File: config.mk
export PLATFORM = sky130hd
export DESIGN_NAME = cnu_c2v_gen
export DESIGN_NICKNAME = d
export VERILOG_FILES = /design/src/rtl/cnu_c2v_gen.sv
export SDC_FILE = /design/constraint.sdc
export NUM_CORES = 1
export LEC_CHECK = 0
export ABC_CLOCK_PERIOD_IN_PS = 1900
export CORE_MARGIN = 5
export CORE_UTILIZATION = 49
export CTS_CLUSTER_DIAMETER = 80
export DETAILED_ROUTE_END_ITERATION = 8
export GPL_TIMING_DRIVEN = 0
export PLACE_DENSITY = 0.83
export SLEW_MARGIN = 20
export SYNTH_ARGS = -nofsm -noshare
export SYNTH_HDL_FRONTEND = slang
export SYNTH_SLANG_ARGS = --single-unit
File: constraint.sdc
create_clock -name clk -period 1.9 [get_ports clk]
set_input_delay 0.38 -clock clk [delete_from_list [all_inputs] [get_ports clk]]
set_output_delay 0.38 -clock clk [all_outputs]
set_load 0.005 [all_outputs]
File: src/rtl/cnu_c2v_gen.sv
// cnu_c2v_gen: offset min-sum check-node output stage.
// Delays signs/valid to line up with the min-finder, then emits 32 two's-complement c2v messages per row.
module cnu_c2v_gen #(
    parameter int W    = 6,
    parameter int WC   = 32,
    parameter int LAT  = 5,
    parameter int BETA = 1,
    parameter int IW   = $clog2(WC)
) (
    input  logic            clk,
    input  logic            rst,
    input  logic            in_valid,
    input  logic [WC-1:0]   in_sign,
    input  logic [W-2:0]    min1,
    input  logic [W-2:0]    min2,
    input  logic [IW-1:0]   idx,
    output logic            out_valid,
    output logic [WC*W-1:0] c2v,
    output logic            parity
);
    localparam logic [W-2:0] B = (W-1)'(BETA);

    logic [LAT-1:0] dv;
    logic [WC-1:0]  ds [LAT];
    logic           v_a, par_a;
    logic [WC-1:0]  sign_a;
    logic [W-2:0]   m1_a, m2_a, m1o, m2o;
    logic [IW-1:0]  idx_a;
    logic [WC*W-1:0] nxt;

    // Free-running delay line: shifts every cycle to track the min-finder pipeline.
    always_ff @(posedge clk) begin
        if (!rst) begin
            for (int i = 0; i < LAT; i++) begin
                dv[i] <= 1'b0;
                ds[i] <= '0;
            end
        end else begin
            dv[0] <= in_valid;
            ds[0] <= in_sign;
            for (int i = 1; i < LAT; i++) begin
                dv[i] <= dv[i-1];
                ds[i] <= ds[i-1];
            end
        end
    end

    always_comb begin
        m1o = (min1 > B) ? min1 - B : '0;
        m2o = (min2 > B) ? min2 - B : '0;
    end

    always_ff @(posedge clk) begin
        if (!rst) begin
            v_a    <= 1'b0;
            par_a  <= 1'b0;
            sign_a <= '0;
            m1_a   <= '0;
            m2_a   <= '0;
            idx_a  <= '0;
        end else begin
            v_a    <= dv[LAT-1];
            par_a  <= ^ds[LAT-1];
            sign_a <= ds[LAT-1];
            m1_a   <= m1o;
            m2_a   <= m2o;
            idx_a  <= idx;
        end
    end

    // Negating a zero magnitude yields all-zeros, so no -0 can appear.
    for (genvar j = 0; j < WC; j++) begin : g_msg
        logic [W-1:0] mag;
        assign mag = {1'b0, (idx_a == IW'(j)) ? m2_a : m1_a};
        assign nxt[j*W +: W] = (par_a ^ sign_a[j]) ? -mag : mag;
    end

    always_ff @(posedge clk) begin
        if (!rst) begin
            out_valid <= 1'b0;
            c2v       <= '0;
            parity    <= 1'b0;
        end else begin
            out_valid <= v_a;
            c2v       <= nxt;
            parity    <= par_a;
        end
    end
endmodule

# Word level (Yosys, flattened, before mapping)
# Memory sizes are Yosys's and may differ from the RTL's.
# Cells that the tools add are included.
[word_totals] reg_bits=248 ram_bits=160 in_bits=50 wordCells=254 memories=1
[memory_table] memory="ds" depth=5 width=32 rd=5 rd_clocked_by_memory_dff=0 wr=5 line_no="24" source="logic [WC-1:0] ds [LAT];"
[op_classes] addsub=34 n_lt_le_gt_ge=2 eq_ne=31 muxes=71 bitwise_logic=37 reduce_logical=36
[ops] op="$mux 5" count=64
[ops] op="$neg 5->6" count=32
[ops] op="$mux 32" count=5
[ops] op="$eq 5x5->1 const B" count=16
[ops] op="$reduce_and 2->1" count=34
[ops] op="$eq 5x4->1 const B" count=8
[ops] op="$reduce_xor 32->1" count=1
[ops] op="$xor 1x1->1" count=32
[ops] op="$eq 5x3->1 const B" count=4
[ops] op="$eq 5x2->1 const B" count=2
[ops] op="$gt 5x1->1 const B" count=2
[ops] op="$sub 5x1->5 const B" count=2
[ops] op="$eq 5x1->1 const B" count=1
[ops] op="$logic_not 5->1" count=1
[ops] op="$or 1x1->1" count=5
[ops] op="$mux 1" count=2

# Depth between registers and ports, before layout
# Gate-level depths: netlist of run 1.
[depth] depth_word=4 depth_mapped=9

# Worst setup path before layout of run 1
# OpenSTA, ideal clock, no wires.
[synth_timing] kind="reg-to-reg" start="reg idx_a[4]" end="reg c2v[22]" setup_time_ns=0.128 arrival_ns=1.783 required_time_ns=1.772 setup_slack_ns=-0.011 path_stages_with_launch=10 n_path_buf=2 synth_period_minus_slack_ns=1.911 cell_sequence="dfxtp_1 buf_6 nand3b_4 or3_1 buf_6 mux2i_1 ha_1 a21oi_1 xor2_1 nor2_1"
[synth_via] elab_chain_len=4
[synth_rtl] item="from (decl)" line_no="28" source="logic [IW-1:0] idx_a;"
[synth_rtl] item="from (signal assigned)" line_no="67" source="idx_a <= idx;"
[synth_rtl] item="$eq 5x2->1 (*)" line_no="74" source="assign mag = {1'b0, (idx_a == IW'(j)) ? m2_a : m1_a};"
[synth_rtl] item="$mux 5 (*)" line_no="74"
[synth_rtl] item="$neg 5->6" line_no="75" source="assign nxt[j*W +: W] = (par_a ^ sign_a[j]) ? -mag : mag;"
[synth_rtl] item="$mux 5 (*)" line_no="75"
[synth_rtl] item="to (signal assigned)" line_no="85" source="c2v <= nxt;"
[synth_rtl] item="to (decl)" line_no="18" source="output logic [WC*W-1:0] c2v,"
# Mark *: on every way between the ends. The rest lies on a longest branch, timed or not.
# A chain may end at the register's enable or synchronous reset.

# Worst setup path after layout of run 1
[layout_timing] start="reg idx_a[4]" end="reg c2v[172]"
[layout_via] elab_chain_len=4
[layout_rtl] item="$eq 5x5->1 (*)" line_no="74"
[layout_rtl] item="$mux 5 (*)" line_no="74"
[layout_rtl] item="$neg 5->6" line_no="75"
[layout_rtl] item="$mux 5 (*)" line_no="75"
# Marks and branches as above.

==> results.tsv, run 1 <==
stage	metric	value	unit
run_status	status	finished, violations left	
run_status	violations	setup timing	
cts	cts-root-buf	clkbuf_16	
routing	avgRoutedWirePerCell	21.4	microns
cts	worstSkewPairLatency	0.55	ns
synth	postSynthAreaPerCell	9.87	sq um
place	placed_area	0.0195	sq mm
synth	syn_inst	1669	
synth	yosysTopAreaCell	dfxtp_1	
worst_setup_path	worstPathArrival	2.80	ns
grt	grt_max_degree	17	
grt	grt_overflow	0	
routing	drc	0	
place	dpl_worst_slack	-0.966	ns
cts	clock-sinks	408	
timing	hold_slack	0.417	ns
synth	ys_top_cells_by_count	dfxtp_1 (408), nor2_1 (290), and2_1 (206), mux2i_1 (143), xnor2_1 (105)	
synth	yosysMostFrequentCell	dfxtp_1	
grt	antenna_found_initial	7	
cells_and_area	final_area	0.0241	sq mm
cells_and_area	area_growth_syn_to_layout	46.5	%
worst_setup_path	slowest_delay	0.42	ns
timing	min_period	2.40	ns
hold_path	hold_class	reg -> reg	
synth	synth_ff_type	dfxtp_1	
worst_setup_path	critPathKind	reg -> reg	
timing	rsz0062_at_grt	yes	
routing	detail-route-antenna-nets	0	
routing	vias	14500	
worst_setup_path	critical_path_required	2.30	ns
worst_setup_path	cp-end-kind	flop	
synth	synth-seq-area-share	49.6	%
power_and_ir_drop	vdd_drop_max	0.687	mV
synth	ys_warn_count	0	
place	portBuffers	243	
worst_setup_path	start_kind	flop	
die	start_util	49.4	%
grt	grt_usage	25.0	%
cts	clk_pin_slew	0.06	ns
cells_and_area	stdcell_count	2576	
timing	fin_skew	0.0273	ns
die	die_area	0.0374	sq mm
power_and_ir_drop	fin_total_pwr	22.4	mW
cts	clockBufferDepth	3	
die	num_io_pins	244	
worst_setup_path	slowest_stage	xor2_1	
synth	ys_seq_elements	408	
routing	dr.pass1.iters	9	
timing	slew_viol_final	0	
routing	viasPerCell	5.63	
cts	cts_buffers	39	
die	num_rows	67	
timing	setup_viol	107	
die	core_area	0.0334	sq mm
timing	finalCritPeriodShare	126	%
timing	fmax	0.416	GHz
cts	hold_buffers	0	
grt	grt_pass1_wl	75200	microns
power_and_ir_drop	power_density	928	mW/mm^2
cts	cts_tree	yes	
synth	synthTopCellsByArea	dfxtp_1 (50%), mux2i_1 (8.7%), and2_1 (7.8%)	
power_and_ir_drop	leakage	9.60	nW
synth	synth.distinct_cells	38	
synth	synth.top_cell.area_share	49.6	%
synth	async_flop_share	0	%
synth	synth_area	0.0165	sq mm
place	dp_cells	2360	
die	dieWidth	193	microns
timing	tightest_slew	0.967	ns
routing	drt_wl_total	55100	microns
place	gp_congestion	0.952	
cts	htreeDepth	2	
synth	synth_edf_count	0	
grt	grt_pass1_vias	13500	
worst_setup_path	worstPathMaxFanout	7	
place	dpl.hpwl	33300	microns
routing	detail_route.iter0.violations	1718	
cells_and_area	fin_nets	2177	
die	dieHeight	193	microns
synth	syn_nets	1750	
timing	maxSlewHeadroom	35.5	%
timing	layout_setup_ws	-0.502	ns
timing	hold_viol	0	
worst_setup_path	path_cells	buf_6 > nor3b_4 > buf_4 > nand3_4 > mux2i_4 > ha_4 > a21oi_2 > xor2_1 > nor2_1	
run	max_cap_violations	0	
cells_and_area	drive_above_1_share	26.4	%
[area by class of cell]
| class | instances | area [sq um] |
|---|---|---|
| Antenna cell | 2 | 5.00 |
| Buffer | 107 | 677 |
| Clock buffer | 48 | 1080 |
| Clock inverter | 23 | 243 |
| Fill cell | 2075 | 9230 |
| Inverter | 5 | 18.8 |
| Multi-Input combinational cell | 1141 | 9600 |
| Sequential cell | 408 | 8190 |
| Tap cell | 448 | 561 |
| Timing Repair Buffer | 394 | 3770 |
[state kept, by name (all words and copies together) (netlist names)]
signal	flops
c2v	192
ds	160
dv	5
idx_a	5
m1_a	5
m2_a	5
out_valid	1
par_a	1
parity	1
sign_a	32
v_a	1
[per-layer routing]
metal	wire length, microns	up-vias	global-route usage [%]	part of all wire (%)
met4	4360	8	12.4	7.9
met2	25400	1194	42.3	46
li1	-	6306	-	-
met3	6570	401	7.11	12
met5	49	-	0	0.089
met1	18700	6594	29.0	34
[critical path, delay by kind of cell, from the launching register on]
kind / cells / cell delay, ns
buffers and inverters: 2 / 0.35
AND/OR/NAND/NOR: 3 / 0.55
XOR/XNOR: 1 / 0.42
flip-flops: 1 / 0.36
multiplexers: 1 / 0.23
adder cells (fa/ha/maj): 1 / 0.20
AO/OA/AOI/OAI: 1 / 0.15
[power by group]
| part | total (mW) | internal [mW] | switching [mW] |
|---|---|---|---|
| logic | 5.30 | 2.39 | 2.90 |
| clock network | 7.81 | 4.53 | 3.28 |
| registers | 9.30 | 9.10 | 0.202 |
| total | 22.4 | 16.0 | 6.38 |
[layout by cell type (no fill, tap or decap), types with 26 or more instances in the layout]
cell type        synthesis  layout
mux2i_2                  0      28
a211oi_2                 0      26
xor2_1                 101      99
dfxtp_1                408     399
mux2i_1                143      88
nor2_1                 290     255
clkbuf_16                0      41
xnor2_1                105      74
nor2_2                   4      28
clkdlybuf4s50_1          0     243
a21oi_1                 59      31
and2_1                 206     206
mux2i_4                  0      27
clkbuf_1                84      50
a211oi_1                67      41
buf_4                    5     131
[kinds of logic (layout without fill, tap and decap cells)]
| logic type | count (synthesis) | count (layout) | share of synthesized area, % |
|---|---|---|---|
| other | 0 | 2 | 0 |
| DFF | 408 | 408 | 49.6 |
| xor gates and xnor gates | 206 | 206 | 10.9 |
| muxes | 143 | 143 | 8.69 |
| and+or+nand+nor | 609 | 610 | 19.3 |
| AOI/OAI and AO/OA | 151 | 151 | 6.02 |
| buffers and inverters | 121 | 577 | 3.17 |
| adders and majority gates | 31 | 31 | 2.35 |
[through the flow]
step / setup TNS, ns / util [%]
finish: -11.35 / 72.4
CTS: -4.21 / 68.6
global placement: -106.41 / 58.4
detailed placement: -114.31 / 58.4
global route: -17.12 / 72.3
floorplan: 0 / -
[worst paths after layout]
path | slack [ns] | endpoint | from | cells past startpoint
setup / recovery | -0.50 | c2v[172]$_SDFF_PN0_ | idx_a[4]$_SDFF_PN0_ | 9
hold / removal | 0.42 | ds[0][159]$_SDFF_PN0_ | ds[0][127]$_SDFF_PN0_ | 1
setup reg to reg | -0.50 | c2v[172]$_SDFF_PN0_ | idx_a[4]$_SDFF_PN0_ | 9
hold reg to reg | 0.42 | ds[0][159]$_SDFF_PN0_ | ds[0][127]$_SDFF_PN0_ | 1
[repair_timing]
item                                    in CTS  in global routing
cloned                                       4                  0
pin swaps                                   80                 92
buffers inserted                            91                 59
resized for setup                          297                191
endpoints found under the setup margin     174                150
(Power assumes the default switching activity.)
==> inputs of run 2 (changes only) <==
==> config.mk (replaced) <==
export PLATFORM = sky130hd
export DESIGN_NAME = cnu_c2v_gen
export DESIGN_NICKNAME = d
export VERILOG_FILES = /design/src/rtl/cnu_c2v_gen.sv
export SDC_FILE = /design/constraint.sdc
export NUM_CORES = 1
export LEC_CHECK = 0
export ABC_CLOCK_PERIOD_IN_PS = 3000
export CORE_MARGIN = 10
export CORE_UTILIZATION = 58
export CTS_CLUSTER_DIAMETER = 80
export DETAILED_ROUTE_END_ITERATION = 8
export GPL_TIMING_DRIVEN = 0
export PLACE_DENSITY = 0.92
export SLEW_MARGIN = 20
export SYNTH_ARGS = -nofsm -noshare
export SYNTH_HDL_FRONTEND = slang
export SYNTH_SLANG_ARGS = --single-unit
==> constraint.sdc (replaced) <==
create_clock -name clk -period 3 [get_ports clk]
set_input_delay 0.6 -clock clk [delete_from_list [all_inputs] [get_ports clk]]
set_output_delay 0.6 -clock clk [all_outputs]
set_load 0.005 [all_outputs]
==> run 2 against run 1 <==
Non-clock buffer count fell by 142. Critical path type unchanged. Final area shrank 15%. Worst setup slack better by 0.65 ns. Clock skew shrank 0.010 ns. The run now ends clean. Global-route usage is 0.18 points lower. Fmax is 16% lower. Highest routed layer unchanged. Hold slack improved by 0.012 ns. First-iteration DRC count shrank 24%.
==> results.tsv, run 2 (synthesis results as in run 1) <==
stage	metric	value	unit	change
run_status	status	finished clean		was finished, violations left
cells_and_area	largestRegisters	c2v x192, ds x160, sign_a x32		unchanged
worst_setup_path	start_kind	flop		unchanged
timing	maxSlewHeadroom	39.0	%	was 35.5%
grt	grt_pass1_wl	70300	microns	was 75200 microns
routing	drt_wl_total	45900	microns	was 55100 microns
timing	layout_setup_ws	0.151	ns	was -0.502 ns
cells_and_area	area_growth_syn_to_layout	24.4	%	was 46.5%
die	core_area	0.0279	sq mm	was 0.0334 sq mm
cells_and_area	drive_above_1_share	5.97	%	was 26.4%
worst_setup_path	worstPathMaxFanout	10		was 7
worst_setup_path	cp-end-kind	flop		unchanged
cts	clk_pin_slew	0.06	ns	about the same
power_and_ir_drop	vdd_drop_max	0.464	mV	was 0.687 mV
cells_and_area	layout_commonest_cell	dfxtp_1		unchanged
timing	rsz0062_at_grt	no		was yes
cts	postCtsSetupBuffers	0		was 91
place	dp_cells	2290		was 2360
hold_path	hold_class	reg -> reg		unchanged
die	dieHeight	189	microns	was 193 microns
routing	detail-route-antenna-nets	0		unchanged
grt	grt_usage	24.8	%	was 25.0%
timing	setup_tns	0	ns	was -11.35 ns
cts	worstSkewPairLatency	0.52	ns	was 0.55 ns
die	dieWidth	189	microns	was 193 microns
cts	cts_buffers	37		was 39
cts	ctsResizeCount	0		was 297
routing	vias	12800		was 14500
cells_and_area	largest_reg_flops	192		unchanged
worst_setup_path	slowest_delay	0.61	ns	was 0.42 ns
cts	clock-sinks	408		unchanged
worst_setup_path	critical_path_required	3.39	ns	was 2.30 ns
place	dpl.hpwl	34500	microns	was 33300 microns
routing	dr.pass1.iters	6		was 9
routing	drc	0		unchanged
cells_and_area	insertedDiodeCount	0		was 2
cells_and_area	fin_nets	2032		was 2177
timing	setup_viol	0		was 107
place	portBuffers	243		unchanged
timing	tightest_slew	0.892	ns	was 0.967 ns
worst_setup_path	slowest_stage	clkbuf_1		was xor2_1
timing	finalCritPeriodShare	95.0	%	was 126%
timing	hold_slack	0.430	ns	was 0.417 ns
grt	gr-usage-met2	43.7	%	was 42.3%
power_and_ir_drop	leakage	8.52	nW	was 9.60 nW
cts	cts-root-buf	clkbuf_16		unchanged
place	gp_congestion	0.947		was 0.952
grt	met1_usage	27.4	%	was 29.0%
cts	hold_buffers	0		unchanged
worst_setup_path	critPathKind	reg -> reg		unchanged
routing	avgRoutedWirePerCell	19.5	microns	was 21.4 microns
die	die_area	0.0356	sq mm	was 0.0374 sq mm
cts	cts_tree	yes		unchanged
timing	hold_viol	0		unchanged
cells_and_area	stdcell_count	2353		was 2576
timing	min_period	2.85	ns	was 2.40 ns
cts	htreeDepth	2		unchanged
timing	fin_skew	0.0168	ns	was 0.0273 ns
grt	busiest_layer	met2		unchanged
grt	met3_usage	5.95	%	was 7.11%
die	num_rows	61		was 67
cells_and_area	mostFrequentLayoutCells	dfxtp_1 (408), nor2_1 (290), clkdlybuf4s50_1 (243), and2_1 (206), mux2i_1 (143)		was dfxtp_1 (399), nor2_1 (255), clkdlybuf4s50_1 (243), and2_1 (206), buf_4 (131)
routing	detail_route.iter0.violations	1302		was 1718
grt	grt_overflow	0		unchanged
run	max_cap_violations	0		unchanged
timing	fmax	0.351	GHz	was 0.416 GHz
worst_setup_path	path_cells	clkbuf_1 > clkbuf_1 > mux2i_1 > ha_1 > or3_1 > and3_1		was buf_6 > nor3b_4 > buf_4 > nand3_4 > mux2i_4 > ha_4 > a21oi_2 > xor2_1 > nor2_1
worst_setup_path	cp_common_cell	clkbuf_1		
die	start_util	59.0	%	was 49.4%
cts	clockBufferDepth	3		unchanged
cells_and_area	regMostFlops	c2v		unchanged
power_and_ir_drop	power_density	621	mW/mm^2	was 928 mW/mm^2
grt	grt_max_degree	16		was 17
timing	slew_viol_final	0		unchanged
grt	grt_pass1_vias	12800		was 13500
grt	antenna_found_initial	2		was 7
die	num_io_pins	244		unchanged
worst_setup_path	worstPathArrival	3.24	ns	was 2.80 ns
place	dpl_worst_slack	0.143	ns	was -0.966 ns
routing	viasPerCell	5.44		was 5.63
-- run 2: cell types whose count changed in the layout (fill, tap and decap cells not counted), moves of 25 or more --
cell,previous run,this run
buf_4,131,5
mux2i_2,28,0
clkbuf_1,50,96
mux2i_4,27,0
a211oi_1,41,67
a21oi_1,31,59
nor2_1,255,290
a211oi_2,26,0
xnor2_1,74,105
a21oi_2,25,0
mux2i_1,88,143
-- run 2: final timing paths --
check                                          start  slack, ns  cells after the start                    to
worst max-delay path              m2_a[0]$_SDFF_PN0_       0.15                      6   c2v[188]$_SDFF_PN0_
worst min register to register  ds[0][24]$_SDFF_PN0_       0.43                      1  ds[0][56]$_SDFF_PN0_
worst max register to register    m2_a[0]$_SDFF_PN0_       0.15                      6   c2v[188]$_SDFF_PN0_
worst min-delay path            ds[0][24]$_SDFF_PN0_       0.43                      1  ds[0][56]$_SDFF_PN0_
-- run 2: per-layer routing --
metal	wire length (microns)	vias to the layer above
li1	-	6009
met1	17100	5856
met2	22100	750
met3	4480	178
met4	2220	4
met5	23	-
-- run 2: worst max-delay path: cells and delay by family, from the launching register on --
family	cells	cell delay, ns
adder cells (fa/ha/maj)	1	0.30
multiplexers	1	0.28
buffers and inverters	2	1.11
flip-flops	1	0.43
AND/OR/NAND/NOR	2	0.60
-- run 2: power by group --
part | internal (mW) | switching (mW)
Sequential | 5.77 | 0.103
Combinational | 1.09 | 1.40
Clock | 2.48 | 1.91
Total | 9.33 | 3.41
-- run 2: layout make-up --
type / count / area, sq um
sequential: 408 / 8170
buffer: 116 / 504
inverter: 5 / 18.8
clock inverter: 10 / 92.6
timing repair buffer: 243 / 2430
fill: 1928 / 7430
multi-input combinational: 1140 / 7790
clock buffer: 53 / 1030
tap: 378 / 473
-- run 2: stage by stage --
| stage | area [sq um] | power, mW | util [%] |
|---|---|---|---|
| 2_1_floorplan | 16500 | 7.30 | - |
| 3_3_place_gp | 19400 | 8.32 | 69.4 |
| 3_5_place_dp | 19400 | 8.42 | 69.4 |
| 4_1_cts | 20500 | 12.8 | 73.4 |
| 5_1_grt | 20500 | 13.2 | 73.4 |
| 6_report | 20500 | 12.7 | 73.4 |
==> inputs of run 3 (changes only) <==
--- a/config.mk
+++ b/config.mk
@@ -12,6 +12,7 @@
 export DETAILED_ROUTE_END_ITERATION = 8
 export GPL_TIMING_DRIVEN = 0
 export PLACE_DENSITY = 0.92
+export SKIP_LAST_GASP = 1
 export SLEW_MARGIN = 20
 export SYNTH_ARGS = -nofsm -noshare
 export SYNTH_HDL_FRONTEND = slang
==> results of run 3 <==
The final DEF is identical to that of run 2; final timing and power are the same.
